<file path="src/rtl/fir_tap_loader_if.sv">
// Tap-load stream between the loader (master) and the FIR tap port (slave).
// The slave answers each word with ready and raises a level done once the whole table has been taken.
interface fir_tap_loader_if #(
  parameter int G_TAP_WIDTH = 16
);
  logic [G_TAP_WIDTH-1:0] tap_dout;
  logic                   tap_dout_valid;
  logic                   tap_dout_ready;
  logic                   tap_done_in;

  modport master (
    output tap_dout,
    output tap_dout_valid,
    input  tap_dout_ready,
    input  tap_done_in
  );

  modport slave (
    input  tap_dout,
    input  tap_dout_valid,
    output tap_dout_ready,
    output tap_done_in
  );
endinterface

</file>
<file path="src/rtl/fir_tap_loader.sv">
// FIR tap loader: local tap table written while idle, streamed in address order on load_start,
// then waits for the FIR's done level with an optional timeout.
module fir_tap_loader #(
  parameter int G_TAP_WIDTH     = 16,
  parameter int G_NUM_TAPS_LOG2 = 4,
  parameter int G_DONE_TIMEOUT  = 1024
) (
  input  logic                       clk,
  input  logic                       reset_n,
  input  logic                       enable,
  input  logic [G_NUM_TAPS_LOG2-1:0] tap_wr_addr,
  input  logic [G_TAP_WIDTH-1:0]     tap_wr_data,
  input  logic                       tap_wr_en,
  output logic                       tap_wr_ignored,
  input  logic                       load_start,
  output logic                       busy,
  output logic                       load_done,
  output logic                       load_error,
  output logic [G_NUM_TAPS_LOG2:0]   tap_count,
  fir_tap_loader_if.master           tap
);

  localparam int N    = 1 << G_NUM_TAPS_LOG2;
  localparam int CW   = G_NUM_TAPS_LOG2 + 1;
  localparam int TO_W = (G_DONE_TIMEOUT > 1) ? $clog2(G_DONE_TIMEOUT) : 1;
  localparam bit TO_EN = (G_DONE_TIMEOUT > 0);
  localparam logic [TO_W-1:0]            TO_LAST   = TO_W'((G_DONE_TIMEOUT > 0) ? G_DONE_TIMEOUT - 1 : 0);
  localparam logic [CW-1:0]              COUNT_MAX = CW'(N);
  localparam logic [G_NUM_TAPS_LOG2-1:0] IDX_LAST  = '1;

  typedef enum logic [1:0] {
    S_IDLE,
    S_STREAM,
    S_WAIT_DONE,
    S_DONE
  } state_t;

  state_t                     state_reg;
  logic [G_TAP_WIDTH-1:0]     mem [N];
  logic [G_NUM_TAPS_LOG2-1:0] idx_reg;
  logic [TO_W-1:0]            to_cnt_reg;
  logic [CW-1:0]              count_reg;
  logic                       busy_reg;
  logic                       valid_reg;
  logic                       done_reg;
  logic                       error_reg;
  logic                       ignored_reg;
  logic                       wr_accept;

  // Only an enabled, idle loader may touch the table, so the word under an
  // outstanding valid can never change.
  assign wr_accept = tap_wr_en && enable && (state_reg == S_IDLE);

  always_ff @(posedge clk or negedge reset_n) begin
    if (!reset_n) begin
      for (int i = 0; i < N; i++) begin
        mem[i] <= '0;
      end
    end else if (wr_accept) begin
      mem[tap_wr_addr] <= tap_wr_data;
    end
  end

  always_ff @(posedge clk or negedge reset_n) begin
    if (!reset_n) begin
      state_reg   <= S_IDLE;
      idx_reg     <= '0;
      to_cnt_reg  <= '0;
      count_reg   <= '0;
      busy_reg    <= 1'b0;
      valid_reg   <= 1'b0;
      done_reg    <= 1'b0;
      error_reg   <= 1'b0;
      ignored_reg <= 1'b0;
    end else begin
      done_reg    <= 1'b0;
      ignored_reg <= tap_wr_en && !wr_accept;
      if (!enable) begin
        // Abort: tap_count, load_error and the table are deliberately kept.
        state_reg <= S_IDLE;
        busy_reg  <= 1'b0;
        valid_reg <= 1'b0;
      end else begin
        case (state_reg)
          S_IDLE: begin
            if (load_start) begin
              idx_reg    <= '0;
              count_reg  <= '0;
              error_reg  <= 1'b0;
              to_cnt_reg <= '0;
              busy_reg   <= 1'b1;
              valid_reg  <= 1'b1;
              state_reg  <= S_STREAM;
            end
          end
          S_STREAM: begin
            if (tap.tap_dout_ready) begin
              if (count_reg != COUNT_MAX) begin
                count_reg <= count_reg + 1'b1;
              end
              if (idx_reg == IDX_LAST) begin
                valid_reg  <= 1'b0;
                to_cnt_reg <= '0;
                state_reg  <= S_WAIT_DONE;
              end else begin
                idx_reg <= idx_reg + 1'b1;
              end
            end
          end
          S_WAIT_DONE: begin
            // Done wins over a timeout expiring on the same edge.
            if (tap.tap_done_in) begin
              done_reg  <= 1'b1;
              state_reg <= S_DONE;
            end else if (TO_EN && (to_cnt_reg == TO_LAST)) begin
              error_reg <= 1'b1;
              busy_reg  <= 1'b0;
              state_reg <= S_IDLE;
            end else begin
              to_cnt_reg <= to_cnt_reg + 1'b1;
            end
          end
          S_DONE: begin
            busy_reg  <= 1'b0;
            state_reg <= S_IDLE;
          end
          default: begin
            busy_reg  <= 1'b0;
            valid_reg <= 1'b0;
            state_reg <= S_IDLE;
          end
        endcase
      end
    end
  end

  assign tap.tap_dout       = valid_reg ? mem[idx_reg] : '0;
  assign tap.tap_dout_valid = valid_reg;
  assign busy               = busy_reg;
  assign load_done          = done_reg;
  assign load_error         = error_reg;
  assign tap_wr_ignored     = ignored_reg;
  assign tap_count          = count_reg;

endmodule

</file>
<file path="src/flat_wrapper.sv">
// flat-port wrapper written by rule: the top's interface ports become plain ports
module fir_tap_loader_flat 
#(
  parameter int G_TAP_WIDTH     = 16,
  parameter int G_NUM_TAPS_LOG2 = 4,
  parameter int G_DONE_TIMEOUT  = 1024
)
  (clk, reset_n, enable, tap_wr_addr, tap_wr_data, tap_wr_en, tap_wr_ignored, load_start, busy, load_done, load_error, tap_count, tap_tap_dout, tap_tap_dout_valid, tap_tap_dout_ready, tap_tap_done_in);
  fir_tap_loader_if #(.G_TAP_WIDTH(G_TAP_WIDTH)) tap_i ();
  input  logic clk;
  input  logic reset_n;
  input  logic enable;
  input  logic [G_NUM_TAPS_LOG2-1:0] tap_wr_addr;
  input  logic [G_TAP_WIDTH-1:0] tap_wr_data;
  input  logic tap_wr_en;
  output logic tap_wr_ignored;
  input  logic load_start;
  output logic busy;
  output logic load_done;
  output logic load_error;
  output logic [G_NUM_TAPS_LOG2:0] tap_count;
  output wire logic [$bits(tap_i.tap_dout)-1:0] tap_tap_dout;
  output wire logic [$bits(tap_i.tap_dout_valid)-1:0] tap_tap_dout_valid;
  input wire logic [$bits(tap_i.tap_dout_ready)-1:0] tap_tap_dout_ready;
  input wire logic [$bits(tap_i.tap_done_in)-1:0] tap_tap_done_in;
  assign tap_tap_dout = tap_i.tap_dout;
  assign tap_tap_dout_valid = tap_i.tap_dout_valid;
  assign tap_i.tap_dout_ready = tap_tap_dout_ready;
  assign tap_i.tap_done_in = tap_tap_done_in;
  fir_tap_loader #(.G_TAP_WIDTH(G_TAP_WIDTH), .G_NUM_TAPS_LOG2(G_NUM_TAPS_LOG2), .G_DONE_TIMEOUT(G_DONE_TIMEOUT)) u_core (.clk(clk), .reset_n(reset_n), .enable(enable), .tap_wr_addr(tap_wr_addr), .tap_wr_data(tap_wr_data), .tap_wr_en(tap_wr_en), .tap_wr_ignored(tap_wr_ignored), .load_start(load_start), .busy(busy), .load_done(load_done), .load_error(load_error), .tap_count(tap_count), .tap(tap_i));
endmodule
</file>
<file path="config.mk">
export PLATFORM = sky130hd
export DESIGN_NAME = fir_tap_loader_flat
export DESIGN_NICKNAME = d
export VERILOG_FILES = /design/src/rtl/fir_tap_loader_if.sv /design/src/rtl/fir_tap_loader.sv /design/src/flat_wrapper.sv
export SDC_FILE = /design/constraint.sdc
export NUM_CORES = 1
export LEC_CHECK = 0
export ABC_AREA = 1
export BUFFER_PORTS_ARGS = -buffer_cell sky130_fd_sc_hd__buf_2
export CORE_MARGIN = 5
export CORE_UTILIZATION = 60
export CTS_CLUSTER_DIAMETER = 40
export CTS_CLUSTER_SIZE = 24
export DETAILED_ROUTE_END_ITERATION = 8
export HOLD_SLACK_MARGIN = 0.12
export PLACE_DENSITY_LB_ADDON = 0.2
export SYNTH_ARGS = -nofsm -noshare
export SYNTH_HDL_FRONTEND = slang
export SYNTH_SLANG_ARGS = --single-unit
</file>
<file path="constraint.sdc">
create_clock -name clk -period 2 [get_ports clk]
set_input_delay 0.3 -clock clk [delete_from_list [all_inputs] [get_ports clk]]
set_output_delay 0.3 -clock clk [all_outputs]
set_load 0.02 [all_outputs]
</file>
==> Word-level counts from Yosys, hierarchy flattened <==
Index checks and enable logic that the tools add are counted.
{ "totals": {"out_inout_bits": 26, "inputBits": 27, "elab_cells": 115, "register_bits": 282} }
{ "classes": {"reduce_logical": 16, "n_lt_le_gt_ge": 3, "bitwise_logic": 2, "n_mux": 44, "add_sub_neg": 3, "n_eq_ne": 22} }
{ "op_table": {"columns": ["cell", "n"], "rows": [
  ["bitwise mux 256 bit", 1],
  ["binary-select mux 16 bit (select 4 bit)", 1],
  ["demux 16 bit (select 4 bit)", 1],
  ["two-way mux 16 bit", 4],
  ["two-way mux 10 bit", 5],
  ["case mux 10 bit (3 select lines)", 1],
  ["two-way mux 5 bit", 3],
  ["AND reduction 5 bit", 3],
  ["two-way mux 1 bit", 13],
  ["two-way mux 2 bit", 6],
  ["two-way mux 4 bit", 3],
  ["AND reduction 4 bit", 3],
  ["adder 10 x 1 -> 10 bit (second input constant)", 1],
  ["equality test 10 bit (second input constant)", 1],
  [">= comparator 5 bit (second input constant)", 2],
  ["inequality test 2 bit (second input constant)", 5],
  ["NOT 4 -> 5 bit", 2],
  ["case mux 5 bit (2 select lines)", 1],
  ["inequality test 3 bit (second input constant)", 3],
  ["case mux 2 bit (4 select lines)", 1],
  ["case mux 4 bit (2 select lines)", 1],
  ["AND reduction 7 bit", 1],
  ["inequality test 2 x 1 -> 1 bit (second input constant)", 3],
  ["inequality test 3 x 2 -> 1 bit (second input constant)", 2],
  ["other kinds (17)", 23]
]} }

==> Depth between registers and ports, before layout <==
{ "logic_depth": {"ltp_word": 6, "depth_mapped": 10, "depth_no_buf": 10} }

==> Least setup slack after synthesis <==
Ideal clock, no wire load.
{ "synth_path": {"path_kind": "register to output", "from": "register u_core.idx_reg[0]", "to": "output port tap_tap_dout[1]", "t_required_ns": 1.700, "setup_slack_ns": 0.122, "arrival_time_ns": 1.578, "stages_incl_launch_ff": 10, "n_path_buf": 2, "path_cell_list": "dfrtp_1 inv_1 buf_2 clkbuf_1 nand2_1 nand2_1 nand2_1 nand3_1 nand3_1 a21oi_1"} }
{ "synth_via": {"elab_chain_len": 5} }
{ "synth_lines": {"columns": ["element", "line", "rtl"], "rows": [
  ["start: declaration", "fir_tap_loader.sv:40", "logic [G_NUM_TAPS_LOG2-1:0] idx_reg;"],
  ["start signal: assignment", "fir_tap_loader.sv:106", "idx_reg <= idx_reg + 1'b1;"],
  ["NOT 4 -> 5 bit (implied by the code)", "fir_tap_loader.sv:137", "assign tap.tap_dout = valid_reg ? mem[idx_reg] : '0;"],
  ["binary-select mux 16 bit (select 4 bit)", "fir_tap_loader.sv:137", null],
  ["two-way mux 16 bit (implied by the code) (2 in a row)", "fir_tap_loader.sv:137", null],
  ["two-way mux 16 bit", "fir_tap_loader.sv:137", null],
  ["end: declaration", "flat_wrapper.sv:22", "output wire logic [$bits(tap_i.tap_dout)-1:0] tap_tap_dout;"]
]} }
No other way between the ends. The select of a mux whose other input is x is not followed.

==> Worst setup path in the final report <==
{ "layout_path": {"from": "register u_core.idx_reg[0]", "to": "output port tap_tap_dout[3]"} }
Same word-level chain as after synthesis.

==> impl_metrics.yaml <==
logic_synthesis:
  synthDistinctLibCells: 31
  synth_nets: 1848
  yosysWarnings: 0
  syn_avg_cell_area_sq_um: 7.51
  syn_area_sq_mm: 0.0136
  yosys-top-cells-area: "dfrtp_1 (52%), nand2_1 (20%), o21ai_0 (9.5%)"
  ys_ff_latch: 282
  yosys.area.top_type: "dfrtp_1"
  syn_inst: 1817
  synthDominantCellAreaShare_pct: 51.7
  ys_seq_area_share_pct: 51.7
die:
  initial_core_util_pct: 60.6
  die_x_microns: 161
  design.die.area_sq_mm: 0.0259
  die_y_microns: 161
  num_rows: 55
  ioPinCount: 53
  core_area_sq_mm: 0.0225
sta:
  setup_ws_ps: -541
  post-route-min-period_ps: 2540
  worst_pin_slew_ps: 583
  hold_violations: 0
  max_freq_mhz: 393
  maxSlewViolCount: 0
  maxSlewHeadroom_pct: 61.1
  clock_skew_ps: 13.4
  setup_tns_ps: -7820
  fin_crit_sh_pct: 127
  hold_ws_ps: 157
  rsz0062_at_grt: "true"
  setup_viol: 16
route:
  first_iter_violations: 1613
  detail_route.wirelength_microns: 40400
  drcViolationCount: 0
  wl_per_cell_microns: 18.6
  first_pass_iters: 6
  viasPerCell: 5.83
  postRouteAntennaNets: 0
  vias: 12694
placement:
  dp_slack_ps: -120
  placed_cell_area_sq_mm: 0.0144
  gp_congestion: 0.877
  port_buffers: 52
  dp_cells: 2092
  hpwl_microns: 23200
worst_setup_path:
  crit_family: "buffers and inverters"
  worst_path_most_repeated_cell: "nand3_1"
  crit_fanout: 7
  crit_arrival_ps: 2240
  slowest_delay_ps: 510
  startpoint_type: "register"
  crit_type: "reg2out"
  cp.required_ps: 1700
  critPathCaptureType: "output port"
  path_cells: "clkinv_8 > buf_12 > clkbuf_16 > nand2_1 > nand3_1 > nand3_1 > nand3_2 > a21oi_2 > buf_4"
  worst-path-buf-inv: 4
  crit_slowest_cell: "dfrtp_4"
job:
  cap_violations: 0
global_route:
  grt_pass1_wl_microns: 64600
  grt-ovfl-total: 0
  antenna_found_initial: 0
  grt_max_degree: 89
  grt_util_all_layers_pct: 31.0
  grt_pass1_vias: 12353
min_path:
  hp-class: "in2reg"
finish:
  fill_cells: 1672
  stdcell_area_sq_mm: 0.0166
  largest_register_ffs: 256
  n_antenna_cell: 0
  final_util_pct: 73.6
  fin_nets: 1892
  drive_above_1_share_pct: 14.0
  final_cells: 2179
  area.growth.synth_to_final_pct: 21.3
clocking:
  cts_tree: "built"
  cts_buffers: 42
  clk_pin_slew_ps: 50
  cts_root_buffer: "clkbuf_16"
  cts.sink_count: 282
  clockBufferDepth: 3
  clkLatencyLatePin_ps: 540
  htree_levels: 2
power:
  p_leak_nw: 8.20
  finalPower_mw: 23.3
  peakVddDrop_v: 0.000889
  p_per_area_mw_per_mm2: 1410
outcome:
  violations: "negative setup slack"
  status: "finished with violations"
## routing by layer
| layer | share of wire, % | vias up | GRT usage (%) |
|---|---|---|---|
| met5 | 0 | - | 0 |
| met1 | 40 | 6074 | 41.3 |
| li1 | - | 5848 | - |
| met2 | 49 | 649 | 51.5 |
| met3 | 7.9 | 123 | 4.75 |
| met4 | 3.3 | 0 | 12.3 |
## report_power, final
part,internal [mW],switching [mW],total (mW)
registers,7.46,1.09,8.56
clock network,5.19,2.77,7.96
logic,2.60,4.20,6.80
total,15.3,8.07,23.3
## timing repair
action | in CTS | in global routing
setup endpoints to repair | 16 | 29
hold buffers | 3 | 0
cloned | 2 | 3
setup buffers | 1 | 1
pin swaps | 6 | 19
gates resized for setup | 54 | 53
endpoints found under the hold margin | 284 | 0
## layout make-up
class	count	area, sq um	area share (%)
Multi-Input combinational cell	1247	5750	34.7
Sequential cell	282	7060	42.7
Timing Repair Buffer	116	1190	7.20
Clock inverter	22	334	2.02
Inverter	172	658	3.98
Clock buffer	55	1200	7.27
Tap cell	285	357	2.15
## kinds of logic (layout without fill, tap and decap cells)
kind of cell | Yosys count | count (layout) | synth area share [%]
AO/OA/AOI/OAI | 289 | 289 | 10.6
XOR/XNOR | 9 | 9 | 0.578
adder cells (fa/ha/maj) | 4 | 4 | 0.367
buffers and inverters | 289 | 365 | 8.33
flip-flops | 282 | 282 | 51.7
AND/OR/NAND/NOR | 944 | 945 | 28.4
## placed cells by master (no fill, tap or decap), types with 3 or more instances in the layout
| cell | instances |
|---|---|
| clkinvlp_4 | 5 |
| inv_2 | 4 |
| buf_4 | 40 |
| a21oi_1 | 5 |
| buf_12 | 18 |
| a21oi_2 | 10 |
| inv_1 | 166 |
| or2_2 | 3 |
| o21ai_1 | 11 |
| nand3_2 | 35 |
| nor2_1 | 17 |
| o21ai_0 | 257 |
| dfrtp_1 | 280 |
| xor2_1 | 4 |
| bufinv_16 | 7 |
| clkbuf_8 | 4 |
| xnor2_1 | 5 |
| inv_6 | 4 |
| clkinv_4 | 4 |
| nand2_2 | 15 |
| buf_16 | 4 |
| clkbuf_1 | 6 |
| buf_2 | 35 |
| a21oi_4 | 3 |
| clkbuf_16 | 47 |
| dlygate4sd3_1 | 3 |
| buf_6 | 12 |
| nand3_1 | 148 |
| nand2_1 | 706 |
| ha_1 | 4 |
| nand4_1 | 8 |
| nor3_1 | 4 |
## worst paths after layout
| path | startpoint | endpoint | slack [ps] | cells past startpoint |
|---|---|---|---|---|
| min in group asynchronous | reset_n | u_core.mem[171] | 180 | 2 |
| hold / removal | tap_tap_dout_ready | u_core.tap.tap_dout_valid | 160 | 4 |
| hold reg to reg | u_core.load_error | u_core.load_error | 470 | 2 |
| max in group asynchronous | reset_n | u_core.mem[108] | 1030 | 3 |
| setup reg to reg | u_core.idx_reg[0] | u_core.to_cnt_reg[3] | 30 | 12 |
| setup / recovery | u_core.idx_reg[0] | tap_tap_dout[3] | -540 | 9 |
## tightest hold or removal path: stages
cell,delay (ps)
buf_2,90
o31ai_1,60
o21ai_0,140
nand2_1,50
## Yosys cell counts
cell type and count:
nand3_1 181, nand2_2 1, inv_1 168, xnor2_1 5
clkbuf_2 4, nor3b_1 1, nand3_4 1, nand3b_1 1
nor2_4 1, buf_4 1, dfrtp_1 282, ha_1 4
clkbuf_1 65, nand4_1 8, clkinv_1 1, nor3_4 2
nor2_1 20, nand3_2 2, o21ai_0 258, o21a_1 1
a21oi_1 18, inv_2 3, buf_1 12, nor3_1 4
o22ai_1 1, buf_2 35, o21ai_1 10, xor2_1 4
o31ai_1 1, or2_2 3, nand2_1 719
No activity file was read; power rests on OpenSTA's default activity.
